<file path="src/rtl/alu_seq.sv">
// ---------------------------------------------------------------------------
// alu_seq : registered, handshaked ALU placed between register-file read and
//           writeback.
//
// Single-cycle ops (ADD, SUB, CMP, CMPR, AND, OR, XOR, NOT, LSH, RSH, ARSH)
// present their result one cycle after accept. MUL/FMUL use an iterative
// shift-add multiplier, one multiplier bit per cycle, WIDTH cycles in total.
//
// Optional feature macro: ALU_SEQ_DIV_EN
//   defined   -> opcode 13 is an unsigned restoring divider (WIDTH cycles)
//   undefined -> opcode 13 is illegal; no divider state or datapath is built
//
// Parameters
//   WIDTH : operand/result width (>= 4, power of 2)
//   SHW   : shift-amount bits taken from operand A
//
// Ports
//   clk        : system clock
//   rst_n      : asynchronous active-low reset
//   in_valid   : operands/opcode valid
//   in_ready   : block can accept (only in IDLE)
//   opcode     : operation select (0..15)
//   a, b       : operands
//   out_valid  : result valid (DONE state)
//   out_ready  : consumer accepts result
//   c          : primary result (low product half, quotient)
//   d          : secondary result (high product half, remainder), else 0
//   flag_low   : low flag
//   flag_neg   : negative flag
//   flag_zero  : zero flag
//   flag_carry : carry / borrow / divide-by-zero
//   illegal    : opcode was illegal
// ---------------------------------------------------------------------------
module alu_seq #(
    parameter int WIDTH = 16,
    parameter int SHW   = $clog2(WIDTH)
) (
    input  logic             clk,
    input  logic             rst_n,
    input  logic             in_valid,
    output logic             in_ready,
    input  logic [3:0]       opcode,
    input  logic [WIDTH-1:0] a,
    input  logic [WIDTH-1:0] b,
    output logic             out_valid,
    input  logic             out_ready,
    output logic [WIDTH-1:0] c,
    output logic [WIDTH-1:0] d,
    output logic             flag_low,
    output logic             flag_neg,
    output logic             flag_zero,
    output logic             flag_carry,
    output logic             illegal
);

    localparam logic [3:0] OP_ADD  = 4'd0;
    localparam logic [3:0] OP_SUB  = 4'd1;
    localparam logic [3:0] OP_CMP  = 4'd2;
    localparam logic [3:0] OP_CMPR = 4'd3;
    localparam logic [3:0] OP_AND  = 4'd4;
    localparam logic [3:0] OP_OR   = 4'd5;
    localparam logic [3:0] OP_XOR  = 4'd6;
    localparam logic [3:0] OP_NOT  = 4'd7;
    localparam logic [3:0] OP_LSH  = 4'd8;
    localparam logic [3:0] OP_RSH  = 4'd9;
    localparam logic [3:0] OP_ARSH = 4'd10;
    localparam logic [3:0] OP_MUL  = 4'd11;
    localparam logic [3:0] OP_FMUL = 4'd12;
`ifdef ALU_SEQ_DIV_EN
    localparam logic [3:0] OP_DIV  = 4'd13;
`endif

    localparam logic [SHW:0] CNT_LOAD = WIDTH[SHW:0];
    localparam logic [SHW:0] CNT_ONE  = {{SHW{1'b0}}, 1'b1};

    typedef enum logic [1:0] {
        S_IDLE = 2'd0,
        S_MUL  = 2'd1,
        S_DONE = 2'd2
`ifdef ALU_SEQ_DIV_EN
        , S_DIV = 2'd3
`endif
    } state_t;

    state_t state, state_nx;

    // Iterative engine: {hi, lo} is the shifting product (MUL) or the
    // remainder/quotient pair (DIV); mcand is the multiplicand or divisor.
    logic [WIDTH-1:0] hi, lo, mcand;
    logic [SHW:0]     cnt;
    logic             fmul_r;

    logic             is_mul, is_div;
    logic             accept;

    // Single-cycle result path
    logic signed [WIDTH-1:0] a_s, b_s;
    logic [WIDTH:0]          sum_w, diff_w;
    logic [WIDTH-1:0]        sc_c;
    logic                    sc_low, sc_neg, sc_zero, sc_carry, sc_ill;

    // Multiplier step
    logic [WIDTH:0]   mul_sum;
    logic [WIDTH-1:0] mul_hi_nx, mul_lo_nx;

    // Shifts by A; amounts of WIDTH or more flush the value.
    function automatic logic [WIDTH-1:0] shift_val(input logic [3:0] op,
                                                   input logic [WIDTH-1:0] amt,
                                                   input logic [WIDTH-1:0] val);
        logic             over;
        logic [SHW-1:0]   sh;
        logic [WIDTH-1:0] res;
        over = |amt[WIDTH-1:SHW];
        sh   = amt[SHW-1:0];
        if (op == OP_ARSH) begin
            if (over) res = {WIDTH{val[WIDTH-1]}};
            else      res = $signed(val) >>> sh;
        end else if (op == OP_LSH) begin
            res = over ? '0 : (val << sh);
        end else begin
            res = over ? '0 : (val >> sh);
        end
        return res;
    endfunction

    assign a_s    = a;
    assign b_s    = b;
    assign is_mul = (opcode == OP_MUL) || (opcode == OP_FMUL);
`ifdef ALU_SEQ_DIV_EN
    assign is_div = (opcode == OP_DIV);
`else
    assign is_div = 1'b0;
`endif
    assign accept = in_valid && in_ready;

    always_comb begin
        sum_w    = {1'b0, a} + {1'b0, b};
        diff_w   = {1'b0, a} - {1'b0, b};
        sc_c     = '0;
        sc_low   = 1'b0;
        sc_neg   = 1'b0;
        sc_zero  = 1'b0;
        sc_carry = 1'b0;
        sc_ill   = 1'b0;
        case (opcode)
            OP_ADD: begin
                sc_c     = sum_w[WIDTH-1:0];
                sc_carry = sum_w[WIDTH];
                sc_neg   = sc_c[WIDTH-1];
                sc_low   = a_s < b_s;
                sc_zero  = (sc_c == '0);
            end
            OP_SUB: begin
                sc_c     = diff_w[WIDTH-1:0];
                sc_carry = diff_w[WIDTH];
                sc_neg   = sc_c[WIDTH-1];
                sc_low   = a_s < b_s;
                sc_zero  = (sc_c == '0);
            end
            OP_CMP: begin
                sc_low  = a < b;
                sc_neg  = a_s < b_s;
                sc_zero = (a == b);
            end
            OP_CMPR: begin
                sc_low  = b < a;
                sc_neg  = b_s < a_s;
                sc_zero = (a == b);
            end
            OP_AND, OP_OR, OP_XOR, OP_NOT: begin
                case (opcode)
                    OP_AND:  sc_c = a & b;
                    OP_OR:   sc_c = a | b;
                    OP_XOR:  sc_c = a ^ b;
                    default: sc_c = ~a;
                endcase
                sc_neg  = sc_c[WIDTH-1];
                sc_low  = a < b;
                sc_zero = (sc_c == '0);
            end
            OP_LSH, OP_RSH, OP_ARSH: begin
                sc_c    = shift_val(opcode, a, b);
                sc_zero = (sc_c == '0);
            end
            OP_MUL, OP_FMUL: begin
                sc_c = '0;
            end
`ifdef ALU_SEQ_DIV_EN
            OP_DIV: begin
                sc_c = '0;
            end
`endif
            default: sc_ill = 1'b1;
        endcase
    end

    // One multiplier bit per cycle: conditionally add, then shift right.
    always_comb begin
        mul_sum   = {1'b0, hi} + (lo[0] ? {1'b0, mcand} : {(WIDTH+1){1'b0}});
        mul_hi_nx = mul_sum[WIDTH:1];
        mul_lo_nx = {mul_sum[0], lo[WIDTH-1:1]};
    end

`ifdef ALU_SEQ_DIV_EN
    // Restoring divide step: shift the next dividend bit into the remainder
    // and subtract the divisor when it fits. A zero divisor always "fits",
    // which naturally yields an all-ones quotient and remainder = A.
    logic [WIDTH:0]   div_shift;
    logic             div_ge;
    logic [WIDTH-1:0] div_hi_nx, div_lo_nx;

    always_comb begin
        div_shift = {hi, lo[WIDTH-1]};
        div_ge    = div_shift >= {1'b0, mcand};
        div_hi_nx = div_ge ? (div_shift[WIDTH-1:0] - mcand) : div_shift[WIDTH-1:0];
        div_lo_nx = {lo[WIDTH-2:0], div_ge};
    end
`endif

    // Control FSM: state register
    always_ff @(posedge clk or negedge rst_n) begin
        if (!rst_n) state <= S_IDLE;
        else        state <= state_nx;
    end

    // Control FSM: next state and handshake outputs
    always_comb begin
        state_nx  = state;
        in_ready  = 1'b0;
        out_valid = 1'b0;
        case (state)
            S_IDLE: begin
                in_ready = 1'b1;
                if (in_valid) begin
                    if (is_mul)      state_nx = S_MUL;
`ifdef ALU_SEQ_DIV_EN
                    else if (is_div) state_nx = S_DIV;
`endif
                    else             state_nx = S_DONE;
                end
            end
            S_MUL: begin
                if (cnt == CNT_ONE) state_nx = S_DONE;
            end
`ifdef ALU_SEQ_DIV_EN
            S_DIV: begin
                if (cnt == CNT_ONE) state_nx = S_DONE;
            end
`endif
            S_DONE: begin
                out_valid = 1'b1;
                if (out_ready) state_nx = S_IDLE;
            end
            default: state_nx = S_IDLE;
        endcase
    end

    // Datapath: operand capture, iteration and result registers
    always_ff @(posedge clk or negedge rst_n) begin
        if (!rst_n) begin
            hi         <= '0;
            lo         <= '0;
            mcand      <= '0;
            cnt        <= '0;
            fmul_r     <= 1'b0;
            c          <= '0;
            d          <= '0;
            flag_low   <= 1'b0;
            flag_neg   <= 1'b0;
            flag_zero  <= 1'b0;
            flag_carry <= 1'b0;
            illegal    <= 1'b0;
        end else begin
            case (state)
                S_IDLE: begin
                    if (accept) begin
                        fmul_r <= (opcode == OP_FMUL);
                        cnt    <= CNT_LOAD;
                        hi     <= '0;
                        if (is_div) begin
                            lo    <= a;
                            mcand <= b;
                        end else begin
                            lo    <= b;
                            mcand <= a;
                        end
                        if (!is_mul && !is_div) begin
                            c          <= sc_c;
                            d          <= '0;
                            flag_low   <= sc_low;
                            flag_neg   <= sc_neg;
                            flag_zero  <= sc_zero;
                            flag_carry <= sc_carry;
                            illegal    <= sc_ill;
                        end
                    end
                end
                S_MUL: begin
                    hi  <= mul_hi_nx;
                    lo  <= mul_lo_nx;
                    cnt <= cnt - CNT_ONE;
                    if (cnt == CNT_ONE) begin
                        c          <= fmul_r ? mul_hi_nx : mul_lo_nx;
                        d          <= fmul_r ? '0 : mul_hi_nx;
                        flag_zero  <= fmul_r ? (mul_hi_nx == '0) : (mul_lo_nx == '0);
                        flag_low   <= 1'b0;
                        flag_neg   <= 1'b0;
                        flag_carry <= 1'b0;
                        illegal    <= 1'b0;
                    end
                end
`ifdef ALU_SEQ_DIV_EN
                S_DIV: begin
                    hi  <= div_hi_nx;
                    lo  <= div_lo_nx;
                    cnt <= cnt - CNT_ONE;
                    if (cnt == CNT_ONE) begin
                        c          <= div_lo_nx;
                        d          <= div_hi_nx;
                        flag_zero  <= (div_lo_nx == '0);
                        flag_carry <= (mcand == '0);
                        flag_low   <= 1'b0;
                        flag_neg   <= 1'b0;
                        illegal    <= 1'b0;
                    end
                end
`endif
                default: begin
                    cnt <= cnt;
                end
            endcase
        end
    end

endmodule
</file>
<file path="config.mk">
export PLATFORM = sky130hd
export DESIGN_NAME = alu_seq
export DESIGN_NICKNAME = d
export VERILOG_FILES = /design/src/rtl/alu_seq.sv
export SDC_FILE = /design/constraint.sdc
export NUM_CORES = 1
export LEC_CHECK = 0
export CAP_MARGIN = 0
export CORE_MARGIN = 5
export CORE_UTILIZATION = 46
export DETAILED_ROUTE_END_ITERATION = 10
export PLACE_DENSITY = 0.66
export SYNTH_ARGS = -nofsm -noshare
export SYNTH_HDL_FRONTEND = slang
export SYNTH_SLANG_ARGS = --single-unit
</file>
<file path="constraint.sdc">
create_clock -name clk -period 7.7 [get_ports clk]
set_input_delay 0.77 -clock clk [delete_from_list [all_inputs] [get_ports clk]]
set_output_delay 0.77 -clock clk [all_outputs]
set_load 0.01 [all_outputs]
</file>
# ---- After elaboration in Yosys (flattened, before gate mapping)
# Index checks and enable logic that the tools add are counted.
dict set report word_totals {
  register_bits 93
  latchBits 0
  ramBits 0
  rom_bits 0
  inputBits 40
  output_inout_bits 39
  memories 0
}
dict set report classes {
  n_addsub 4
  mul 0
  n_div 0
  magnitude_cmp 4
  eq_ne 21
  shift 3
  n_mux 56
  n_bitwise 4
  reduce_logical 22
}
# op n
set op_table {}
lappend op_table {{16-bit 2-to-1 mux} 18}
lappend op_table {{16-bit case mux with 2 select lines} 4}
lappend op_table {{16-bit logical NOT} 6}
lappend op_table {{16-bit < comparator} 4}
lappend op_table {{16-bit case mux with 4 select lines} 1}
lappend op_table {{16-bit case mux with 3 select lines} 1}
lappend op_table {{16-bit by 16-bit adder with 17-bit output} 2}
lappend op_table {{4-bit equality test (second input constant)} 5}
lappend op_table {{16-bit by 16-bit subtractor with 17-bit output} 1}
lappend op_table {{16-bit AND} 1}
lappend op_table {{16-bit equality test} 1}
lappend op_table {{4-bit by 3-bit equality test with 1-bit output (second input constant)} 4}
lappend op_table {{1-bit 2-to-1 mux} 16}
lappend op_table {{16-bit NOT} 1}
lappend op_table {{16-bit bitwise OR} 1}
lappend op_table {{16-bit by 4-bit << shifter with 16-bit output} 1}
lappend op_table {{16-bit by 4-bit >> shifter with 16-bit output} 1}
lappend op_table {{16-bit by 4-bit >>> shifter with 16-bit output} 1}
lappend op_table {{16-bit bitwise XOR} 1}
lappend op_table {{13-bit OR reduction} 1}
lappend op_table {{1-bit case mux with 2 select lines} 6}
lappend op_table {{12-bit OR reduction} 1}
lappend op_table {{2-bit != test (second input constant)} 5}
lappend op_table {{1-bit case mux with 5 select lines} 2}
lappend op_table {{other kinds (23)} 29}

# ---- Logic depth before layout (Yosys ltp)
dict set report logic_depth {
  depth_word 10
  ltp_mapped 14
  ltp_nobuf 13
}

# ---- Least setup slack after synthesis
# Ideal clock, no wire load.
dict set report synth_timing {
  path_kind {input to register}
  start {in a[0]}
  end {reg flag_zero}
  t_arrival_ps 4055
  setup_slack_ps 3580
  cell_stages 14
  path_buffers 2
  path_cell_list {buf_2 > buf_2 > clkinv_1 > ha_1 > fa_1 > nor2_1 > o221ai_1 > a21oi_1 > o2111ai_1 > nand2_1 > xnor2_1 > or4b_2 > o31a_1 > nand2_1}
}
dict set report synth_via {
  elab_chain_len 10
}
# item line_no
set synth_lines {}
lappend synth_lines {{from (decl)} 43} ;# input logic [WIDTH-1:0] a,
lappend synth_lines {{16-bit by 4-bit >> shifter with 16-bit output / 16-bit by 4-bit << shifter with 16-bit output (equally long branches)} {121, 119}}
lappend synth_lines {{16-bit 2-to-1 mux (on tied branches)} {121, 119}}
lappend synth_lines {{16-bit 2-to-1 mux} 118} ;# end else if (op == OP_LSH) begin
lappend synth_lines {{16-bit 2-to-1 mux} 115} ;# if (op == OP_ARSH) begin
lappend synth_lines {{16-bit 2-to-1 mux} 145} ;# case (opcode)
lappend synth_lines {{16-bit logical NOT} 183} ;# sc_zero = (sc_c == '0);
lappend synth_lines {{1-bit case mux with 5 select lines (*)} 145}
lappend synth_lines {{1-bit 2-to-1 mux (*)} 287} ;# if (!is_mul && !is_div) begin
lappend synth_lines {{1-bit 2-to-1 mux (*)} 276} ;# if (accept) begin
lappend synth_lines {{1-bit case mux with 2 select lines (*)} 274} ;# case (state)
lappend synth_lines {{to (signal assigned)} 292} ;# flag_zero <= sc_zero;
lappend synth_lines {{to (signal assigned)} 305} ;# flag_zero <= fmul_r ? (mul_hi_nx == '0) : (mul_lo_nx == '0);
lappend synth_lines {{to (decl)} 51} ;# output logic flag_zero,
# Every way passes the cells marked *; elsewhere a longest branch is shown, timed or not. The select of a mux whose other input is x is not followed.
# A chain may end at the register's enable or synchronous reset.

# ---- Worst setup path in the final report
# Same ends and word-level chain as after synthesis.

==> summary.md <==
| Metric | Value |
|---|---|
| Netlist Area Pre-Place | `~10000 sq um` |
| Asr flop ratio synth | `1.00` |
| Post-synth top area cell | `dfrtp_1` |
| Antenna-violating nets left | `0` |
| Via Count | `10800` |
| Final Critical Period | `4.96 ns` |
| Hold_ws | `approximately 0.38 ns` |
| Worst skew pair latency | `approximately 0.36 ns` |
| Die W | `161 microns` |
| Port Buffer Count | `78` |
| Commonest cells in the netlist | `126 x nand2_1, 113 x o21ai_0, 102 x a21oi_1` |
| Final Cycle Share | `0.644` |
| Ports | `79` |
| Maxcap violations | `0` |
| Total die area | `25800 sq um` |
| Post-route cell area | `between 10000 and 15000 sq um` |
| WP data required | `about 8.0 ns` |
| Ranking of synthesized cells by area | `dfrtp_1 22%, ha_1 10%, mux4_2 5.6%` |
| Worst-path clk slew | `0.08 ns` |
| CP Launch Type | `primary input` |
| Critical Path Most Common Cell | `nand2_1` |
| # setup viols final | `0` |
| DRT Wirelength | `41.6 mm` |
| GRT Residual Overflow | `0` |
| N_diodes | `0` |
| Arrival @ worst endpoint | `5.26 ns` |
| Largest net degree at the start of global routing | `55` |
| Lkg Pwr | `4.84 nW` |
| Fmax | `0.202 GHz` |
| CTS Hold Bufs | `0` |
| DRT Pass-1 Iters | `6` |
| Clock tree root buffer cell | `clkbuf_16` |
| Distinct cells, synth | `78` |
| Worst setup margin | `2.74 ns` |
| GRT Util Overall | `0.315` |
| Synth Warn # | `0` |
| Share of the synthesized area in the top cell type | `0.223` |
| Initial core utilization | `0.463` |
| Drt drc | `0` |
| Clock H-tree levels | `3` |
| Outcome | `finished, final reports clean` |
| Final nets | `1448` |
| Power per cell area | `about 190 nW/um^2` |
| Setup Fix Bufs, Post-CTS | `0` |
| First-iteration detailed-routing DRC count | `approximately 1300` |
| Die Y | `161 microns` |
| Gate Count Post-Synth | `around 1300` |
| Number of global-route vias before repair | `about 10000` |
| Crit. End Element | `flip-flop` |
| Number of flops mapped to enable cells by yosys | `0` |
| Hold crit path type | `primary input to asynchronous set/reset pin` |
| HPWL Detailed | `31.8 mm` |
| Worst path cell trace | `buf_2 -> buf_4 -> clkinv_1 -> ha_1 -> fa_1 -> nor2_1 -> o221ai_1 -> a21oi_1 -> o2111ai_1 -> nand2_1 -> xnor2_1 -> or4b_2 -> o31a_1 -> nand2_1` |
| Sequential fraction of the synthesis area | `0.223` |
| Slew Limit Fails | `0` |
| Vias per std cell | `around 6.7` |
| # rows | `55` |
| DP Worst Slack | `2.49 ns` |
| Crit path max fanout | `48` |
| Max VDD drop | `between 100 and 150 uV` |
| Overall power | `around 2.3 mW` |
| Resize count post-CTS | `0` |
| Max incr delay on CP | `0.70 ns` |
| Wire per inst | `25.9 microns` |
| TritonCTS clock tree | `built` |
| Hold violation count in the final report | `0` |
| GP Congestion | `between 1 and 1.5` |
| Max_slew headroom | `0.198` |
| Max clock buf depth | `2` |
| Critical path buffers and inverters | `3` |
| Top-count cell post-synth | `nand2_1` |
| Final Non-Filler Cells | `1609` |
| Crit path max-delay cell type | `or4b_2` |
| CTS sink count | `93` |
| Share of layout cells above drive strength 1 | `0.0853` |
| First-pass GRT wire length | `63.6 mm` |
| Final Util | `0.521` |
| Syn_area_per_cell | `8.05 sq um` |
| Synth Register Bits | `93` |
| Kind of critical path | `primary input to flip-flop` |
| Mapped Nets | `1425` |
| Final setup skew | `approximately 0.016 ns` |
| Post-Place Cells | `between 1500 and 2000` |
| Core Footprint | `22500 sq um` |
| CTS buffer count | `9` |
| Setup TNS | `0 ns` |
| Initial antenna violation count | `0` |
| Placed cell area | `11400 sq um` |
| Layout area overhead | `12.4%` |
| Least-Margin Pin Slew | `1.20 ns` |
| Crit-path leading delay family | `compound AO/OA/AOI/OAI gates` |
| RSZ-0062 raised after global routing | `false` |
| Top_reg_cell synth | `dfrtp_1` |
-- path summary, 6_finish.rpt --
kind                       depth (start not counted)  slack, ns                  from                    end
max                                               14       2.74                  a[0]  flag_zero$_DFFE_PN0P_
min                                                1       0.38                 rst_n      d[13]$_DFFE_PN0P_
max reg2reg                                       13       3.66     lo[0]$_DFFE_PN0P_  flag_zero$_DFFE_PN0P_
min reg2reg                                        2       0.48  mcand[9]$_DFFE_PN0P_   mcand[9]$_DFFE_PN0P_
max in group asynchronous                          2       6.23                 rst_n   mcand[5]$_DFFE_PN0P_
min in group clk                                   2       0.48  mcand[9]$_DFFE_PN0P_   mcand[9]$_DFFE_PN0P_
-- area by class of cell --
class	count	area [sq um]
multi-input combinational	1045	7530
fill	2175	10800
timing repair buffer	104	958
sequential	93	2330
tap	285	357
clock buffer	9	225
clock inverter	7	82.6
inverter	66	248
-- cell families after synthesis --
logic type,share of synthesized area
muxes,0.101
AOI/OAI and AO/OA,0.287
and+or+nand+nor,0.191
xor gates and xnor gates,0.0311
adders and majority gates,0.109
buffers and inverters,0.0577
DFF,0.223
-- state kept, by name (all words and copies together), names as in the netlist --
name and flops:
state 2, flag_low 1, mcand 16, d 16, flag_neg 1, illegal 1, c 16, cnt 5
lo 16, fmul_r 1, hi 16, flag_carry 1, flag_zero 1
-- cell usage in the layout (no fill, tap or decap), drive strengths merged, types with 12 or more instances in the layout --
cell / n
a31oi: 12
o21ai: 113
mux2: 13
nor3: 22
nand3: 20
mux2i: 32
nor4: 21
nor2b: 22
xnor2: 32
buf: 30
nand2: 127
mux4: 26
nor2: 87
dfrtp: 93
o21bai: 15
ha: 86
and2: 23
a211oi: 22
o211ai: 12
a22o: 25
a221oi: 19
inv: 65
nand2b: 14
clkdlybuf4s50: 74
a21oi: 102
-- report_power, final --
part           total, mW  switching, mW  internal, mW
clock              0.467          0.211         0.256
sequential         0.735          0.116         0.619
combinational       1.05          0.628         0.425
total               2.26          0.955          1.30
-- layer usage --
layer	vias up	GRT usage	wire, microns
met5	-	0	0
met4	0	0.0927	1260
met3	79	0.0636	4100
met2	586	0.491	18400
met1	5219	0.443	17800
li1	4885	-	-
Note: power is estimated with default switching activity, not from simulation.
